===== src/rtl/register_file_2r1w.sv =====
// 2-read/1-write register file with a per-register pending scoreboard (reserve at decode, clear at writeback).
// Optional `REGFILE_BYPASS_EN forwards same-cycle write data to the read ports.
module register_file_2r1w #(
  parameter int WIDTH    = 4,
  parameter int ADDR_W   = 2,
  parameter int ZERO_REG = 0,
  localparam int DEPTH   = 2 ** ADDR_W
) (
  input  logic              clk,
  input  logic              rst,
  input  logic              we,
  input  logic [ADDR_W-1:0] waddr,
  input  logic [WIDTH-1:0]  wdata,
  input  logic [ADDR_W-1:0] raddr_a,
  output logic [WIDTH-1:0]  rdata_a,
  output logic              pend_a,
  input  logic [ADDR_W-1:0] raddr_b,
  output logic [WIDTH-1:0]  rdata_b,
  output logic              pend_b,
  input  logic              rsv_valid,
  input  logic [ADDR_W-1:0] rsv_addr,
  output logic              rsv_ready,
  output logic [DEPTH-1:0]  pending
);

  logic [WIDTH-1:0] mem_q [DEPTH];
  logic [WIDTH-1:0] mem_d [DEPTH];
  logic [DEPTH-1:0] pending_q;
  logic [DEPTH-1:0] pending_d;

  function automatic logic hw_zero(input logic [ADDR_W-1:0] addr);
    return (ZERO_REG != 0) && (addr == '0);
  endfunction

  // A write landing on the reserved address this cycle frees the slot for a new reservation.
  assign rsv_ready = hw_zero(rsv_addr) | ~pending_q[rsv_addr] | (we && (waddr == rsv_addr));
  assign pending   = pending_q;

  always_comb begin
    mem_d     = mem_q;
    pending_d = pending_q;
    if (we && !hw_zero(waddr)) begin
      mem_d[waddr]     = wdata;
      pending_d[waddr] = 1'b0;
    end
    // Applied after the write so a same-address reservation leaves the register pending.
    if (rsv_valid && rsv_ready && !hw_zero(rsv_addr)) begin
      pending_d[rsv_addr] = 1'b1;
    end
  end

  always_ff @(posedge clk) begin
    if (rst) begin
      for (int i = 0; i < DEPTH; i++) begin
        mem_q[i] <= '0;
      end
      pending_q <= '0;
    end else begin
      mem_q     <= mem_d;
      pending_q <= pending_d;
    end
  end

  always_comb begin
    rdata_a = hw_zero(raddr_a) ? '0 : mem_q[raddr_a];
    pend_a  = hw_zero(raddr_a) ? 1'b0 : pending_q[raddr_a];
    rdata_b = hw_zero(raddr_b) ? '0 : mem_q[raddr_b];
    pend_b  = hw_zero(raddr_b) ? 1'b0 : pending_q[raddr_b];
`ifdef REGFILE_BYPASS_EN
    if (we && (waddr == raddr_a) && !hw_zero(raddr_a)) begin
      rdata_a = wdata;
      pend_a  = 1'b0;
    end
    if (we && (waddr == raddr_b) && !hw_zero(raddr_b)) begin
      rdata_b = wdata;
      pend_b  = 1'b0;
    end
`endif
  end

endmodule


===== config.mk =====
export PLATFORM = sky130hd
export DESIGN_NAME = register_file_2r1w
export DESIGN_NICKNAME = d
export VERILOG_FILES = /design/src/rtl/register_file_2r1w.sv
export SDC_FILE = /design/constraint.sdc
export NUM_CORES = 1
export LEC_CHECK = 0
export ABC_AREA = 0
export BUFFER_PORTS_ARGS = -buffer_cell sky130_fd_sc_hd__buf_4
export CORE_AREA = 2 2 49 51
export CTS_CLUSTER_DIAMETER = 60
export DETAILED_ROUTE_END_ITERATION = 10
export DIE_AREA = 0 0 51 53
export HOLD_SLACK_MARGIN = 0.05
export PLACE_DENSITY = 0.83
export SYNTH_ARGS = -nofsm -noshare
export SYNTH_HDL_FRONTEND = slang
export SYNTH_SLANG_ARGS = --single-unit

===== constraint.sdc =====
create_clock -name clk -period 3.6 [get_ports clk]
set_input_delay 0.36 -clock clk [delete_from_list [all_inputs] [get_ports clk]]
set_output_delay 0.36 -clock clk [all_outputs]
set_load 0.01 [all_outputs]

==> summary.txt <==
Syn-to-layout area delta = 25.14%
Wirelength per Cell = 16.66 um
Reg-to-reg endpoint = pending[3]
CTS tree = built
Syn Std Cell Area = 0.001105 sq mm
Endpoints failing hold = 0
Synth cell types = 21
FF+latch count, synth = 20
Vias per cell = 5.682
Max H-tree Level = 1
# IOs = 31
DR iter-0 viols = 21
Routed WL = 2515 um
Cts bufs inserted = 3
Design area = 0.001383 sq mm
Reg2reg setup slack = 2.30 ns
Pleak = 0.6349 nW
Status = finished clean
Fmax achieved = 592.6 MHz
Post-CTS setup buffers = 0
Yosys top cell by area = dfxtp_1
First-pass GRT wire length = 3808 um
Commonest non-fill, non-tap cells in the layout = 30 x buf_4, 20 x dfxtp_1, 17 x mux2i_1, 17 x nor2_1, 10 x mux4_2
Clock Latency Late Sink = 0.30 ns
Yosys top cell area share = 36.24%
Share of layout cells above drive strength 1 = 41.46%
Chip height = 53 um
Syn Inst Count = 96
PwrDens = 374.4 mW/mm^2
Pin count of the biggest net entering global routing = 25
Hold Crit Start = wdata[1]
Tmin final = 1.687 ns
Router iterations before antenna repair = 4
Sink Count = 20
DRC violations left = 0
CP arrival = 1.33 ns
Max_cap viols = 0
Post-route setup TNS = 0 ns
Initial Util = 51.43%
Clock skew = 0.0004728 ns
Req. time, crit path = 3.24 ns
Unrepaired setup endpoints after global routing = no
Seq/Total Area, Yosys = 36.24%
ANT cells = 0
GRT Util Overall = 19.39%
Die ar. = 0.002703 sq mm
Syn_nets = 112
Nets = 140
Top area cells in the synthesized netlist = dfxtp_1 36%, mux4_2 20%, mux2i_1 15%, nor2_1 5.8%, nand3b_1 3.4%
Final Util = 64.36%
Max_slew headroom = 64.37%
Worst r2r src = pending[0]
Critical Path Start = pending[3]
Worst hold endpoint = mem_q[1]
Endpoints failing setup = 0
Peak VDD IR = 0.2587 mV
Hold WS = 0.3173 ns
Via count = 858
Post-DP Area = 0.001330 sq mm
Synth warn = 0
Worst-path clk slew = 0.11 ns
# hold bufs at CTS = 0
Tcrit/Tclk final = 46.87%
Worst min path class = in2reg
Syn Area/Cell = 11.51 sq um
Worst slew pin tran = 0.5321 ns
Initial antenna violation count = 0
Hpwl dp = 1833 um
GRT overflow = 0
Critical Path Start Type = flop
Port Buf Inserts = 30
R2R depth = 3
CORE AREA = 0.002148 sq mm
Commonest non-fill, non-tap cell in the layout = buf_4
Die X = 51 um
Clk buf depth = 2
Kind of critical path = reg2out
CTS resizes = 0
CP Capture Type = output port
Antenna-violating nets left = 0
Routability cong. = 0.7740
# rows = 17
Slew Viols, Final = 0
Hold Path Stages = 3
Vias in the first global route = 804
Worst-path fanout max = 5
Root buffer cell = clkbuf_4
-- worst max-delay path: stages, from the launching register on --
cell and delay, ns:
dfxtp_1 0.37, mux4_2 0.50, buf_4 0.16
-- cell type report --
class	count	area, sq um
Timing Repair Buffer	30	225.2
Clock inverter	1	30.03
Fill cell	169	765.7
Inverter	2	7.507
Clock buffer	3	22.52
Multi-Input combinational cell	67	661.9
Sequential cell	20	400.4
Tap cell	28	35.03
-- metrics by stage --
stage / setup slack (ns) / cells / power, W
final: 1.913 / 151 / 0.0005176
after global routing: 1.869 / 151 / 0.0005406
after CTS: 1.902 / 151 / 0.0005227
after detailed placement: 2.065 / 147 / 0.0003397
after global placement: 2.068 / 147 / 0.0003361
after floorplan: 2.217 / 96 / 0.0002980
-- logic make-up after synthesis --
group	synth area share, %
XOR/XNOR	1.586
AND/OR/NAND/NOR	14.04
multiplexers	37.15
buffers and inverters	3.850
flip-flops	36.24
AO/OA/AOI/OAI	7.134
-- state kept, by name, summed over array words and instances (netlist names) --
signal,cells
mem_q,16
pending,4
-- worst max-delay path by stage --
stage	slack [ns]	depth (start not counted)	end
after floorplan	2.22	3	rsv_ready
after global placement	2.07	3	rdata_b[0]
after detailed placement	2.06	3	pend_b
after CTS	1.90	2	pend_b
after global routing	1.87	2	pend_b
final	1.91	2	pend_b
-- metal layers --
metal / part of all wire (%) / vias up / track usage, %
li1: - / 409 / -
met1: 44 / 421 / 25.59
met2: 51 / 26 / 32.68
met3: 4.5 / 2 / 3.107
met4: 0.48 / 0 / 5.856
met5: 0 / - / 0
-- report_power, final --
part	internal [W]	switching, W	leakage (nW)
logic	0.0000518	0.0000449	0.444
registers	0.000230	0.00000819	0.163
clock network	0.000112	0.0000701	0.0279
-- synth_stat cells --
cell type / instances
buf_2: 1
buf_6: 1
clkbuf_1: 5
dfxtp_1: 20
inv_1: 2
mux2_4: 1
mux2i_1: 17
mux4_2: 10
nand2_1: 3
nand3_1: 3
nand3b_1: 5
nand4_1: 1
nor2_1: 17
nor3b_2: 1
o211ai_1: 1
o21ai_0: 1
o311a_4: 1
o31ai_2: 1
o41ai_2: 2
or3b_2: 1
xnor2_1: 2
(Power assumes the default switching activity.)
